<file path="config.mk">
export PLATFORM = sky130hd
export DESIGN_NAME = instr_word_encoder
export DESIGN_NICKNAME = d
export VERILOG_FILES = /design/src/rtl/instr_word_encoder.sv
export SDC_FILE = /design/constraint.sdc
export NUM_CORES = 1
export LEC_CHECK = 0
export ABC_AREA = 1
export CORE_MARGIN = 2
export CORE_UTILIZATION = 46
export CTS_BUF_LIST = sky130_fd_sc_hd__clkbuf_2
export DETAILED_ROUTE_END_ITERATION = 7
export PLACE_DENSITY = 0.72
export SYNTH_ARGS = -nofsm -noshare
export SYNTH_HDL_FRONTEND = slang
export SYNTH_SLANG_ARGS = --single-unit
export TNS_END_PERCENT = 5
</file>
<file path="constraint.sdc">
create_clock -name clk -period 5.5 [get_ports clk]
set_input_delay 0.55 -clock clk [delete_from_list [all_inputs] [get_ports clk]]
set_output_delay 0.55 -clock clk [all_outputs]
set_load 0.02 [all_outputs]
</file>
<file path="src/rtl/instr_word_encoder.sv">
// Purpose : assembles RV32I instruction words from decoded fields and streams them to instruction memory.
// Latency : handshake at cycle N, mem_we at N+2; at least 3 cycles per word (IDLE, ENC, WRITE).
// Backpr. : in_ready is low outside IDLE; WRITE holds mem_we/mem_addr/mem_wdata stable until mem_ack.
//
// Ports: clk/reset (sync, active-low), start (clear counters/flags, leave DONE),
//        in_* field set with valid/ready, mem_* write port with ack,
//        word_count/done/err/ovf status.
module instr_word_encoder #(
  parameter logic [31:0] BASE_ADDR = 32'h0040_0000,
  parameter int          DEPTH     = 64
) (
  input  logic        clk,
  input  logic        reset,
  input  logic        start,
  input  logic        in_valid,
  output logic        in_ready,
  input  logic [6:0]  in_opcode,
  input  logic [2:0]  in_funct3,
  input  logic [6:0]  in_funct7,
  input  logic [4:0]  in_rd,
  input  logic [4:0]  in_rs1,
  input  logic [4:0]  in_rs2,
  input  logic [31:0] in_imm,
  input  logic        in_last,
  output logic        mem_we,
  output logic [31:0] mem_addr,
  output logic [31:0] mem_wdata,
  input  logic        mem_ack,
  output logic [15:0] word_count,
  output logic        done,
  output logic        err,
  output logic        ovf
);

  localparam logic [6:0] OP_R     = 7'b0110011;
  localparam logic [6:0] OP_I     = 7'b0010011;
  localparam logic [6:0] OP_LW    = 7'b0000011;
  localparam logic [6:0] OP_JALR  = 7'b1100111;
  localparam logic [6:0] OP_S     = 7'b0100011;
  localparam logic [6:0] OP_B     = 7'b1100011;
  localparam logic [6:0] OP_LUI   = 7'b0110111;
  localparam logic [6:0] OP_AUIPC = 7'b0010111;
  localparam logic [6:0] OP_JAL   = 7'b1101111;

  localparam logic [31:0] LAST_ADDR = BASE_ADDR + 32'(4 * (DEPTH - 1));

  typedef enum logic [1:0] {IDLE, ENC, WRITE, DONE} state_t;
  state_t state, state_nxt;

  logic [6:0]  op_q;
  logic [2:0]  f3_q;
  logic [6:0]  f7_q;
  logic [4:0]  rd_q, rs1_q, rs2_q;
  logic [31:0] imm_q;
  logic        last_q;
  logic        rdy_q;

  logic [31:0] word;
  logic        legal;
  logic        fits12, fits13, fits21;
  logic        accept;

  assign in_ready = rdy_q;
  assign accept   = in_valid && rdy_q;

  // A value is sign-representable in N bits when bits [31:N-1] are all equal.
  always_comb begin
    fits12 = (&imm_q[31:11]) || (~|imm_q[31:11]);
    fits13 = (&imm_q[31:12]) || (~|imm_q[31:12]);
    fits21 = (&imm_q[31:20]) || (~|imm_q[31:20]);
    word   = '0;
    legal  = 1'b0;
    case (op_q)
      OP_R: begin
        word  = {f7_q, rs2_q, rs1_q, f3_q, rd_q, op_q};
        legal = (f7_q == 7'b0000000) || (f7_q == 7'b0100000);
      end
      OP_I: begin
        word  = {imm_q[11:0], rs1_q, f3_q, rd_q, op_q};
        legal = fits12;
      end
      OP_LW: begin
        word  = {imm_q[11:0], rs1_q, f3_q, rd_q, op_q};
        legal = fits12 && (f3_q == 3'b010);
      end
      OP_JALR: begin
        word  = {imm_q[11:0], rs1_q, f3_q, rd_q, op_q};
        legal = fits12 && (f3_q == 3'b000);
      end
      OP_S: begin
        word  = {imm_q[11:5], rs2_q, rs1_q, f3_q, imm_q[4:0], op_q};
        legal = fits12 && (f3_q == 3'b010);
      end
      OP_B: begin
        word  = {imm_q[12], imm_q[10:5], rs2_q, rs1_q, f3_q, imm_q[4:1], imm_q[11], op_q};
        // beq/bne/blt/bge are exactly the funct3 codes with bit 1 clear
        legal = fits13 && !imm_q[0] && !f3_q[1];
      end
      OP_LUI, OP_AUIPC: begin
        word  = {imm_q[31:12], rd_q, op_q};
        legal = (imm_q[11:0] == 12'h000);
      end
      OP_JAL: begin
        word  = {imm_q[20], imm_q[10:1], imm_q[11], imm_q[19:12], rd_q, op_q};
        legal = fits21 && !imm_q[0];
      end
      default: begin
        word  = '0;
        legal = 1'b0;
      end
    endcase
  end

  always_ff @(posedge clk) begin
    if (!reset) state <= IDLE;
    else        state <= state_nxt;
  end

  always_comb begin
    state_nxt = state;
    case (state)
      IDLE:    if (accept) state_nxt = ENC;
      ENC:     state_nxt = legal ? WRITE : IDLE;
      WRITE:   if (mem_ack) state_nxt = last_q ? DONE : IDLE;
      DONE:    state_nxt = DONE;
      default: state_nxt = IDLE;
    endcase
    // start never tears a write; in IDLE an accepted field set still proceeds
    if (start && (state == ENC || state == DONE)) state_nxt = IDLE;
  end

  always_ff @(posedge clk) begin
    if (!reset) begin
      rdy_q      <= 1'b0;
      mem_we     <= 1'b0;
      mem_addr   <= BASE_ADDR;
      mem_wdata  <= '0;
      word_count <= '0;
      done       <= 1'b0;
      err        <= 1'b0;
      ovf        <= 1'b0;
      op_q       <= '0;
      f3_q       <= '0;
      f7_q       <= '0;
      rd_q       <= '0;
      rs1_q      <= '0;
      rs2_q      <= '0;
      imm_q      <= '0;
      last_q     <= 1'b0;
    end else begin
      rdy_q <= (state_nxt == IDLE);
      if (accept) begin
        op_q   <= in_opcode;
        f3_q   <= in_funct3;
        f7_q   <= in_funct7;
        rd_q   <= in_rd;
        rs1_q  <= in_rs1;
        rs2_q  <= in_rs2;
        imm_q  <= in_imm;
        last_q <= in_last;
      end
      if (start && state != WRITE) begin
        mem_addr   <= BASE_ADDR;
        word_count <= '0;
        done       <= 1'b0;
        err        <= 1'b0;
        ovf        <= 1'b0;
      end else begin
        case (state)
          ENC: begin
            if (legal) begin
              mem_wdata <= word;
              mem_we    <= 1'b1;
            end else begin
              err <= 1'b1;
            end
          end
          WRITE: begin
            if (mem_ack) begin
              mem_we     <= 1'b0;
              word_count <= word_count + 16'd1;
              if (last_q) done <= 1'b1;
              if (mem_addr == LAST_ADDR) begin
                mem_addr <= BASE_ADDR;
                ovf      <= 1'b1;
              end else begin
                mem_addr <= mem_addr + 32'd4;
              end
            end
          end
          default: ;
        endcase
      end
    end
  end

endmodule

</file>
After elaboration in Yosys (flattened, before gate mapping). Cells that the tools add are included.

Div/mod/pow operators: 0. $lt $le $gt $ge: 0. Add/subtract/negate cells: 2. $mul: 0. Eq/ne operators: 18. Multiplexer cells: 12. Bitwise gates (word level): 3. Reductions and logical operators: 40. Shift-type cells: 0.

Operator list (number): $pmux 32 s6 (1); $add 32x3->32 const B (1); $eq 32x23->1 const B (1); $mux 32 (1); $eq 7x6->1 const B (4); $eq 7x7->1 const B (3); $reduce_and 21->1 (1); $reduce_or 21->1 (1); $reduce_and 20->1 (1); $reduce_or 20->1 (1); $add 16x1->16 const B (1); $eq 7x5->1 const B (2); $logic_not 12->1 (1); $reduce_and 12->1 (1); $reduce_or 12->1 (1); $mux 2 (5); $reduce_and 3->1 (3); $logic_and 1x1->1 (8); $pmux 2 s4 (1); $eq 7x2->1 const B (1); $logic_not 7->1 (1); $pmux 1 s7 (1); $ne 2x2->1 const B (3); $reduce_or 2->1 (3); other kinds (14) (28).

Logic and storage cells: 92. Memories: 0. Output and inout bits: 85. Bits in latches: 0. Bits in writable memories: 0. ROM bits: 0. Input bits: 70. Register bits: 152.

Longest topological paths before layout.
Word-level depth: 10. Gate-level depth with buffers: 16. Depth with buffers taken out: 15.

Worst setup path before layout. OpenSTA, ideal clock, no wires.

Kind: reg-to-reg. Start point: reg mem_addr[2]. End point: reg mem_addr[20]. Setup slack: 3.511 ns. Cell stages (with the launch flop): 13. Data required time: 5.387 ns. Arrival time: 1.876 ns. Period minus slack after synthesis: 1.989 ns. Setup time: 0.113 ns. Path buffers: 0. Path through: dfxtp_1 -> ha_1 -> inv_1 -> nor2_1 -> nand3_2 -> nor3_2 -> nand2_1 -> nor2_1 -> nand2_1 -> nor3_2 -> nand2_1 -> nand2_1 -> nor2_1.

Word-level cells in the longest chain between the ends: 2. Elaborated cells on any way between the ends: 3. Those cells by class: add/sub (1); eq/ne (1); mux (1).

Ends and longest elaborated chain: start, declared (line 26) `output logic [31:0] mem_addr,`; start signal, assigned (line 187) `mem_addr <= mem_addr + 32'd4;`; $add 32x3->32 / $eq 32x23->1 (equally long branches) (line 187, 183); $mux 32 * (line 183) `if (mem_addr == LAST_ADDR) begin`.

Mark *: on every way between the ends. The rest lies on a longest branch, timed or not. A chain may end at the register's enable or synchronous reset.

Final worst setup path.
Start point: reg state[0]. End point: reg mem_addr[9].

Word-level cells in the longest chain between the ends: 3. Elaborated cells on any way between the ends: 5. Those cells by class: eq/ne (2); reduce/logical (3).

Ends and longest elaborated chain: start, declared (line 48) `state_t state, state_nxt;`; start signal, assigned (line 116) `else state <= state_nxt;`; $ne 2x2->1 (line 162) `if (start && state != WRITE) begin`; $logic_and 1x1->1 (line 162); $reduce_or 2->1 (no source line).

Several ways; a longest one is shown, not always the timed one.

==> reports/results.ini <==
[worst_setup_path]
worst_setup_path_end_kind=register
path_cells=inv_1 > ha_1 > inv_1 > nand2_1 > nand2_1 > buf_4 > inv_1 > nand2_1 > inv_2 > o21ai_0 > a21oi_1
cp_data_arrival_time_ns=3.76
critPathMaxStageDelay_ns=0.87
cp_num_buf_inv=5
critPathKind=register to register
startpoint=state[0]
critPathSlowestCell=nand2_1
path_max_fanout=33
cp_top_family=simple AND/OR/NAND/NOR gates
critPathLaunchType=register
r2r_start=state[0]
crit_required_ns=6.22

[drt]
dr.pass1.iters=5
antenna_left=0
drtIter0Drc=556
vias=7619
wl_um=19800
routed_via_density=5.124
drc_errors=0
wl_per_cell_um=13.31

[power]
power.leakage_uw=0.003611
power.density_mw_per_mm2=277.7
ir_drop_uv=143.1

[clocking]
clkSinkCount=150
clkTransAtPathRegs_ns=0.24
post_cts_buffers=0
cts_buffers=17
cts.path.max_buffers=2
cts_resized=0
h-tree-depth=4
postCtsHoldBufs=0
root_buffer=clkbuf_2
worstSkewPairLatency_ns=0.76
cts_tree=yes

[layout]
multi_input_area_mm2=0.003664
final_common_cell=nand2_1
fillers=1541
mostFrequentLayoutCells=nand2_1 (208), inv_1 (164), nor2_1 (162), clkdlybuf4s50_1 (151), dfxtp_1 (150)
drive_gt1_share_pct=5.039
syn_to_final_growth_pct=24.86
nets=1334
seq_area_mm2=0.003003

[synth]
ys_types=43
ys_ff_latch=150
ys_async_sr_fraction_pct=0
synth_edf_count=0
syn_area_per_cell_um2=6.673
ys_seq_area_share_pct=39.86
synth_ff_type=dfxtp_1
syn_inst=1129
yosysWarnings=0
synth_area_mm2=0.007533

[timing]
slew_viol_final=0
fin_skew_ns=0.04428
clock.fmax_ghz=0.3283
final-hold-violation-count=0
fin_ws_ns=2.454
fin_crit_ns=3.046
rsz0062_at_grt=no
maxSlewHeadroom_pct=20.77
setup_violations=0
fin_crit_sh_pct=55.38
tns_ns=0
worst_pin_slew_ns=1.186

[place]
dp_hpwl_um=14610
port_buffers=152
pre_cts_slack_ns=2.259
gp_congestion=0.9309

[global_route]
grt_pass1_wl_um=32700
antenna_found_initial=1
grt_max_degree=102
gr-total-overflow=0
grt_pass1_vias=6781
grt.total_usage_pct=22.67

[floorplan]
fp.dieW_um=132.0
dieArea_mm2=0.01742
core_mm2=0.01594
die_h_um=132.0
pin_count=155
num_rows=46
start_util_pct=47.25

[hold_path]
min-delay-start=in_imm[24]
hold_path.class=input pin to register

[job]
max-cap-violations=0

[run_status]
status=finished, final reports clean

==> path summary, 6_finish.rpt <==
kind	slack (ns)	endpoint	depth (start not counted)
setup / recovery	2.45	mem_addr[9]	11
setup reg to reg	2.45	mem_addr[9]	11
hold / removal	0.41	imm_q[24]	3
hold reg to reg	0.48	done	2
==> cells in the mapped netlist, types with 3 or more instances <==
cell type	number	area [um2]
ha_1	7	87.58
nor2_1	162	608.1
nand2_2	6	37.54
a21oi_1	92	460.4
buf_1	5	18.77
inv_2	6	22.52
o21ai_0	89	445.4
inv_1	164	615.6
nor3_2	3	30.03
xor2_1	5	43.79
o21a_1	4	30.03
nand4_1	53	331.6
nand3_1	39	195.2
nor3_1	39	195.2
dfxtp_1	150	3003
or2_2	4	25.02
clkbuf_1	34	127.6
nand2_1	209	784.5
o22ai_1	5	31.28
a22oi_1	8	60.06
buf_6	5	56.30
nor3b_1	3	22.52
o21bai_1	5	37.54
nor4_1	6	37.54
==> registers in the layout, summed over array words and instances (netlist names), 3 cells and up <==
name / count
op_q: 7
imm_q: 32
f7_q: 7
rs2_q: 5
rs1_q: 5
f3_q: 3
mem_wdata: 32
rd_q: 5
word_count: 16
mem_addr: 30
==> per-layer routing <==
metal  vias up  wire length (um)  track usage [%]  part of all wire [%]
li1       3910                 -                -                     -
met1      3419              9181            30.85                    46
met2       266              9094            36.66                    46
met3        24              1247            4.806                   6.3
met4         0               272            5.797                   1.4
met5         -                 0                0                     0
==> power breakdown <==
group	leakage (uW)	switching, uW	internal [uW]	total, uW
Sequential	0.00122	80.7	1200	1280
Combinational	0.00223	405	214	620
Clock	0.000163	408	302	710
==> stage by stage <==
stage / util (%) / instance area (um2) / power, uW / hold slack [ns] / cells
final: 59.00 / 9407 / 2612 / 0.4087 / 1487
after global routing: 59.00 / 9407 / 2760 / 0.3549 / 1487
after CTS: 58.99 / 9404 / 2617 / 0.3590 / 1486
after detailed placement: 57.26 / 9129 / 1920 / 0.4640 / 1454
after global placement: 57.26 / 9129 / 1905 / 0.4605 / 1454
after floorplan: - / 7537 / 1721 / 0.4301 / 1130
==> kinds of logic (layout without fill, tap and decap cells) <==
| family | Yosys count | in the layout | share of synthesized area [%] |
|---|---|---|---|
| buf+inv | 220 | 360 | 11.59 |
| mux | 1 | 1 | 0.1329 |
| xor+xnor | 6 | 6 | 0.6976 |
| compound gates | 208 | 208 | 14.58 |
| simple gates | 536 | 536 | 31.92 |
| fa+ha+maj | 7 | 7 | 1.163 |
| other cells | 1 | 3 | 0.04978 |
| flops | 150 | 150 | 39.86 |
==> worst min-delay path: cells and delay by family <==
family          cells  cell delay [ns]
buf+inv             1             0.39
compound gates      1             0.15
simple gates        1             0.05
==> final cells by class <==
cell class	count	area share [%]
Clock buffer	19	1.011
Multi-Input combinational cell	760	38.95
Timing Repair Buffer	156	16.44
Tap cell	216	2.873
Antenna cell	1	0.02660
Sequential cell	150	31.92
Inverter	172	6.864
Clock inverter	13	1.915
(Power assumes the default switching activity.)
